## config.mk

```make
export PLATFORM = sky130hd
export DESIGN_NAME = intesn_sequencer
export DESIGN_NICKNAME = d
export VERILOG_FILES = /design/src/rtl/intesn_pkg.sv /design/src/rtl/intesn_addr_counter.sv /design/src/rtl/intesn_sequencer.sv
export SDC_FILE = /design/constraint.sdc
export NUM_CORES = 1
export LEC_CHECK = 0
export BUFFER_PORTS_ARGS = -buffer_cell sky130_fd_sc_hd__buf_2
export CAP_MARGIN = 20
export CORE_MARGIN = 3
export CORE_UTILIZATION = 45
export DETAILED_ROUTE_END_ITERATION = 6
export PLACE_DENSITY_LB_ADDON = 0.25
export SETUP_SLACK_MARGIN = 0.02
export SLEW_MARGIN = 20
export SYNTH_ARGS = -nofsm -noshare
export SYNTH_HDL_FRONTEND = slang
export SYNTH_SLANG_ARGS = --single-unit
```

## constraint.sdc

```tcl
create_clock -name iClk -period 1.8 [get_ports iClk]
set_input_delay 0.36 -clock iClk [delete_from_list [all_inputs] [get_ports iClk]]
set_output_delay 0.36 -clock iClk [all_outputs]
set_load 0.01 [all_outputs]
```

## src/rtl/intesn_pkg.sv

```systemverilog
// intesn_pkg: shared state encoding, width helper and default widths for the ESN sequencer
package intesn_pkg;
  typedef enum logic [2:0] {IDLE, ARMED, LOAD, UPDATE, READOUT, OUTPUT} state_t;
  function automatic int clog2(input int v);
    int r = 0;
    while ((1 << r) < v) r++;
    return r;
  endfunction
  localparam int ADDR_W = clog2(4);
  localparam int LAYER_W = clog2(1) + 1;
endpackage

```

## src/rtl/intesn_addr_counter.sv

```systemverilog
// intesn_addr_counter: neuron address counter that wraps at N-1 and steps the sweep index
module intesn_addr_counter
  import intesn_pkg::*;
#(
  parameter int N = 4,
  parameter int LAYERS = 1,
  parameter int AW = clog2(N),
  parameter int LW = clog2(LAYERS) + 1
) (
  input  logic          clk,
  input  logic          rst,
  input  logic          clr,
  input  logic          en,
  output logic [AW-1:0] addr,
  output logic [LW-1:0] layer,
  output logic          last_neuron,
  output logic          last_sweep
);
  assign last_neuron = addr == AW'(N - 1);
  assign last_sweep = layer == LW'(LAYERS - 1);
  // clear wins over enable; the last sweep wraps the sweep index back to 0
  always_ff @(posedge clk or posedge rst)
    if (rst) begin
      addr <= '0;
      layer <= '0;
    end else if (clr) begin
      addr <= '0;
      layer <= '0;
    end else if (en) begin
      addr <= last_neuron ? '0 : addr + AW'(1);
      layer <= last_neuron ? (last_sweep ? '0 : layer + LW'(1)) : layer;
    end
endmodule

```

## src/rtl/intesn_sequencer.sv

```systemverilog
// intesn_sequencer: steps one ESN reservoir/readout datapath through load, update, readout and output
module intesn_sequencer
  import intesn_pkg::*;
#(
  parameter int RESERVOIR_SIZE = 4,
  parameter int IDATA_DEMENTION = 2,
  parameter int LAYER = 1,
  parameter int WASHOUT = 2,
  parameter int CNT_W = 8
) (
  input  logic                                iClk,
  input  logic                                iRst,
  input  logic                                iStart,
  input  logic                                iStop,
  input  logic [IDATA_DEMENTION-1:0]          iItem,
  input  logic                                iItem_valid,
  output logic                                oItem_ready,
  output logic [IDATA_DEMENTION-1:0]          oItem,
  output logic                                oLoad,
  output logic                                oAcc_clr,
  output logic                                oUpdate_en,
  output logic [clog2(LAYER):0]               oLayer,
  output logic                                oAcc_en,
  output logic [clog2(RESERVOIR_SIZE)-1:0]    oNeuron_addr,
  output logic                                oOut_valid,
  input  logic                                iOut_ready,
  output logic                                oBusy,
  output logic [CNT_W-1:0]                    oSample_cnt
);
  state_t state, nxt;
  logic last_neuron, last_sweep;
  logic accept, in_washout, done;
  assign accept = state == ARMED && iItem_valid;
  assign in_washout = 32'(oSample_cnt) < 32'(WASHOUT);
  assign done = (state == READOUT && last_neuron && in_washout) || (state == OUTPUT && iOut_ready);
  assign oItem_ready = state == ARMED;
  assign oLoad = state == LOAD;
  assign oAcc_clr = state == LOAD;
  assign oUpdate_en = state == UPDATE;
  assign oAcc_en = state == READOUT;
  assign oOut_valid = state == OUTPUT;
  assign oBusy = state inside {LOAD, UPDATE, READOUT, OUTPUT};
  intesn_addr_counter #(.N(RESERVOIR_SIZE), .LAYERS(LAYER)) u_addr (
    .clk(iClk),
    .rst(iRst),
    .clr(iStop || accept || (state == READOUT && last_neuron)),
    .en(state == UPDATE || state == READOUT),
    .addr(oNeuron_addr),
    .layer(oLayer),
    .last_neuron(last_neuron),
    .last_sweep(last_sweep)
  );
  // state register
  always_ff @(posedge iClk or posedge iRst)
    if (iRst) state <= IDLE;
    else state <= nxt;
  // next state; iStop overrides every other request
  always_comb begin
    nxt = state;
    if (iStop) nxt = IDLE;
    else
      case (state)
        IDLE:    nxt = iStart ? ARMED : IDLE;
        ARMED:   nxt = iItem_valid ? LOAD : ARMED;
        LOAD:    nxt = UPDATE;
        UPDATE:  nxt = (last_neuron && last_sweep) ? READOUT : UPDATE;
        READOUT: nxt = last_neuron ? (in_washout ? ARMED : OUTPUT) : READOUT;
        OUTPUT:  nxt = iOut_ready ? ARMED : OUTPUT;
        default: nxt = IDLE;
      endcase
  end
  // latched sample and saturating completed-sample count, both kept across a stop
  always_ff @(posedge iClk or posedge iRst)
    if (iRst) begin
      oItem <= '0;
      oSample_cnt <= '0;
    end else if (!iStop) begin
      if (accept) oItem <= iItem;
      if (state == IDLE && iStart) oSample_cnt <= '0;
      else if (done) oSample_cnt <= &oSample_cnt ? oSample_cnt : oSample_cnt + CNT_W'(1);
    end
endmodule
```

## Word level (Yosys, flattened, before mapping)

Index checks and enable logic that the tools add are counted.

| cells by class | value |
|---|---|
| add/sub/neg operators | 3 |
| $lt $le $gt $ge | 1 |
| eq/ne operators | 7 |
| mux-type cells | 18 |
| bitwise operators | 2 |
| reductions and logical operators | 19 |

Operators by type and width:

| kind | number |
|---|---|
| 8-bit two-way mux | 3 |
| 3-bit case mux with 6 select lines | 1 |
| 3-bit two-way mux | 5 |
| 8-bit by 1-bit adder with 8-bit output, second input constant | 1 |
| 8-bit by 2-bit less-than comparator with 1-bit output, second input constant | 1 |
| 2-bit two-way mux | 4 |
| 8-bit AND reduction | 1 |
| 3-bit by 2-bit equality test with 1-bit output, second input constant | 2 |
| 3-bit equality test, second input constant | 2 |
| 1-bit logical AND | 6 |
| 2-bit nonzero test | 3 |
| 1-bit two-way mux | 5 |
| 1-bit logical OR | 4 |
| 2-bit AND reduction | 2 |
| 4-bit nonzero test | 1 |
| 3-bit by 1-bit equality test with 1-bit output, second input constant | 1 |
| 3-bit zero test | 1 |
| 3-bit AND reduction | 1 |
| 2-bit by 1-bit adder with 2-bit output, second input constant | 1 |
| 2-bit equality test, second input constant | 1 |
| 2-bit inequality test, second input constant | 1 |
| 1-bit inverter | 2 |
| 1-bit adder, second input constant | 1 |

| storage, ports and cells | value |
|---|---|
| bits in registers | 16 |
| input bits | 8 |
| output and inout bits | 20 |
| word-level logic and storage cells | 55 |

## Logic depth before layout (Yosys ltp)

| depth | value |
|---|---|
| word-level depth | 6 |
| mapped depth | 5 |

## Hierarchy

Synthesis repeated with hierarchy kept, for this count alone.

| second synthesis, totals | value |
|---|---|
| cell total of the unflattened synthesis | 106 |
| area, all modules | 983.4 µm² |

By module, submodules not included:

| module | times used | cells an instance | area each (µm²) |
|---|---|---|---|
| intesn_sequencer | 1 | 94 | 868.3 |
| intesn_addr_counter | 1 | 12 | 115.1 |

## Worst setup path before layout

Ideal clock, no wire load.

| timing path | value |
|---|---|
| path type | register to register |
| start | register oSample_cnt[0] |
| end | register oSample_cnt[5] |
| library setup time | 0.078 ns |
| arrival | 1.762 ns |
| data required time | 1.722 ns |
| setup slack | -0.040 ns |
| stages on the path, launching flop included | 6 |
| buffers on the path | 0 |
| period minus slack after synthesis | 1.840 ns |
| cells stage by stage | dfrtp_1 -> ha_1 -> and4_4 -> a41o_2 -> or4_1 -> a21boi_1 |

| on the way | value |
|---|---|
| cells in the longest elaborated chain, start to end | 5 |
| elaborated cells between the ends (all ways) | 11 |

Ends and longest elaborated chain:

| element | line | source |
|---|---|---|
| start: declaration | intesn_sequencer.sv:28 | `output logic [CNT_W-1:0] oSample_cnt` |
| start signal: assignment | intesn_sequencer.sv:80 | `else if (done) oSample_cnt <= &oSample_cnt ? oSample_cnt : oSample_cnt + CNT_W'(1);` |
| 8-bit by 2-bit less-than comparator with 1-bit output | intesn_sequencer.sv:34 | `assign in_washout = 32'(oSample_cnt) < 32'(WASHOUT);` |
| 1-bit logical AND | intesn_sequencer.sv:35 | `assign done = (state == READOUT && last_neuron && in_washout) \|\| (state == OUTPUT && iOut_ready);` |
| 1-bit logical OR | intesn_sequencer.sv:35 |  |
| 2-bit nonzero test (no line) | -- |  |
| 3-bit AND reduction (no line) | -- |  |

Parallel ways exist; a longest one is shown, timed or not. The select of a mux whose other input is x is not followed.
A chain may end at the register's enable or synchronous reset.

## Final worst setup path

| timing path | value |
|---|---|
| start | register oSample_cnt[1] |
| end | register oSample_cnt[5] |

Same word-level chain as after synthesis.

==> results.yml <==
clock_network:
  cts_hold_buf: 0
  htree_levels: 1
  cts_tree: "built"
  clkSlewWorstSetupHoldPaths_ps: 90
  cts-root-buf: "clkbuf_4"
  cts_sinks: 15
  cts_inserted_buffers: 3
  clk_latency_ps: 290
  clockBufferDepth: 2
synthesis:
  synth_top_area_cell: "dfrtp_1"
  avgSynthCellArea_um2: 9.551
  synthTopCellsByArea: "dfrtp_1 (39%), nand2_1 (3.5%), mux2i_1 (3.1%)"
  synth-seq-cells: 15
  synthDominantCellAreaShare: 0.3891
  synthesis.area_um2: 964.7
  synth-seq-area-share: 0.3891
  synth_cell_type_count: 44
  ys_warn_count: 0
  synth_ff_type: "dfrtp_1"
  syn_nets: 111
  async_reset_ff_frac: 1.000
  postSynthCellCount: 101
  synth_edf_count: 0
drt:
  drc: 0
  wl_per_cell_um: 15.20
  postRouteAntennaNets: 0
  vias_per_cell: 5.908
  drt_iter0_markers: 23
  vias: 963
  drt_first_pass_iters: 4
  wirelength_um: 2477
die:
  start_util: 0.4819
  core.rowCount: 16
  die-height_um: 52.30
  fp.dieW_um: 52.30
  core_um2: 2002
  top_level_ports: 28
  dieArea_um2: 2735
placed_design:
  place_hpwl_um: 1653
  gp_congestion: 0.7631
  port_buffers: 26
  dp_cells: 155
finish:
  fin_nets: 147
  layoutNonFillerInstCount: 163
  drive_gt1_frac: 0.4412
  layout_commonest_cell: "buf_2"
  final_cell_mix: "buf_2 (26), dfrtp_1 (11), buf_4 (10)"
  diodes: 0
  syn_to_final_growth_pct: 33.59
global_route:
  grt_use_total: 0.1957
  grt_pass1_vias: 838
  grt-ovfl-total: 0
  grt_max_degree: 16
  grt_pass1_wl_um: 3946
  antenna_found_initial: 0
setup_path:
  arrival_ps: 1940
  cp_slowest_cell: "or4_1"
  ff2ff_setup_slack_ps: 80
  worstPathRequired_ps: 2020
  max_stage_delay_ps: 510
  path_cells: "ha_2 -> and4_4 -> a41o_4 -> or4_1 -> a21boi_1"
  cp-start-kind: "flop"
  crit_fanout: 7
  worstSetupEndpointType: "flop"
  critPathKind: "reg2reg"
flow_run:
  maxCapViolCount: 0
power:
  power.leakage_nw: 0.6053
  fin_total_pwr_uw: 875.1
  power.density_nw_per_um2: 679.1
  ir_drop_uv: 830.3
timing:
  fmax_ghz: 0.5812
  min_period_ps: 1720
  finalHoldViolations: 0
  setup_viol: 0
  tightest_slew_ps: 579.3
  post-route-period-util: 0.9558
  maxSlewHeadroom: 0.6134
  setup_tns_ps: 0
  skew_ps: 5.160
  final_max_slew_viol_count: 0
status:
  status: "finished, final reports clean"
worst_hold_path:
  hold_path.class: "in2async"
-- flip-flops by register name, indices dropped and copies added (netlist names) --
register and cells:
oSample_cnt 8, u_addr.addr 2, state 3, oItem 2
-- area by class of cell --
class                           instances  area, um2
Fill cell                             169      713.2
Multi-Input combinational cell         76      624.3
Sequential cell                        15      380.4
Timing Repair Buffer                   36      205.2
Tap cell                               27      33.78
Clock buffer                            4      26.28
Inverter                                5      18.77
-- synth_stat cells, types with 2 or more instances --
library cell and instances:
dfrtp_1 15, o21a_1 2, or2_2 2, and3b_1 2, nor2b_1 2, nor3_1 5
o311ai_0 2, nand3_1 2, nand2b_1 3, buf_2 2, ha_1 2, mux2_2 2
and2_1 3, nand2_1 9, buf_4 2, inv_1 5, mux2i_1 3, o41ai_1 3
nor2_1 4, clkbuf_1 2, a21oi_1 5, o21ai_0 2
-- power breakdown --
group | switching, mW | total (mW) | internal, mW
logic | 0.131 | 0.254 | 0.123
registers | 0.0464 | 0.423 | 0.377
clock network | 0.111 | 0.197 | 0.0863
total | 0.289 | 0.875 | 0.586
-- cell families after synthesis --
group | share of synthesized area
buffers and inverters | 0.05318
other | 0.003887
AND/OR/NAND/NOR | 0.2827
AO/OA/AOI/OAI | 0.1907
flip-flops | 0.3891
multiplexers | 0.05447
adder cells (fa/ha/maj) | 0.02594
-- metrics by stage --
step	hold slack [ps]	setup slack [ps]	utilization	cell area (um2)
floorplan	261.5	85.81	-	977.2
global placement	448.3	78.21	0.5800	1161
detailed placement	448.0	-19.41	0.5800	1161
CTS	131.5	33.38	0.6025	1206
global route	164.0	-18.48	0.6438	1289
finish	110.2	79.57	0.6438	1289
-- timing repair --
action / 4_1_cts / 5_1_grt
gates resized for setup: 4 / 11
buffers inserted: 0 / 3
hold endpoints to repair: 0 / 0
setup endpoints to repair: 3 / 11
pin swaps: 0 / 2
cloned: 0 / 1
-- path summary, 6_finish.rpt --
kind,from,endpoint,cells past startpoint
max,oSample_cnt[1]$_DFFE_PP0P_,oSample_cnt[5]$_DFFE_PP0P_,5
min,iRst,u_addr.addr[0]$_DFFE_PP0P_,2
max reg2reg,oSample_cnt[1]$_DFFE_PP0P_,oSample_cnt[5]$_DFFE_PP0P_,5
min reg2reg,oItem[0]$_DFFE_PP0P_,oItem[0]$_DFFE_PP0P_,1
max in group asynchronous,iRst,oSample_cnt[1]$_DFFE_PP0P_,2
min in group iClk,iItem[0],oItem[0]$_DFFE_PP0P_,2
-- metal layers --
metal	vias up	global-route usage	share of wire
li1	453	-	-
met1	467	0.2809	0.44
met2	39	0.2769	0.49
met3	4	0.02849	0.052
met4	0	0.1106	0.021
met5	-	0	0
-- worst max-delay path: cells and delay by family (launching register included) --
kind | cells | cell delay [ps]
simple gates | 2 | 700
flops | 1 | 420
fa+ha+maj | 1 | 190
compound gates | 2 | 360
No activity file was read; power rests on OpenSTA's default activity.
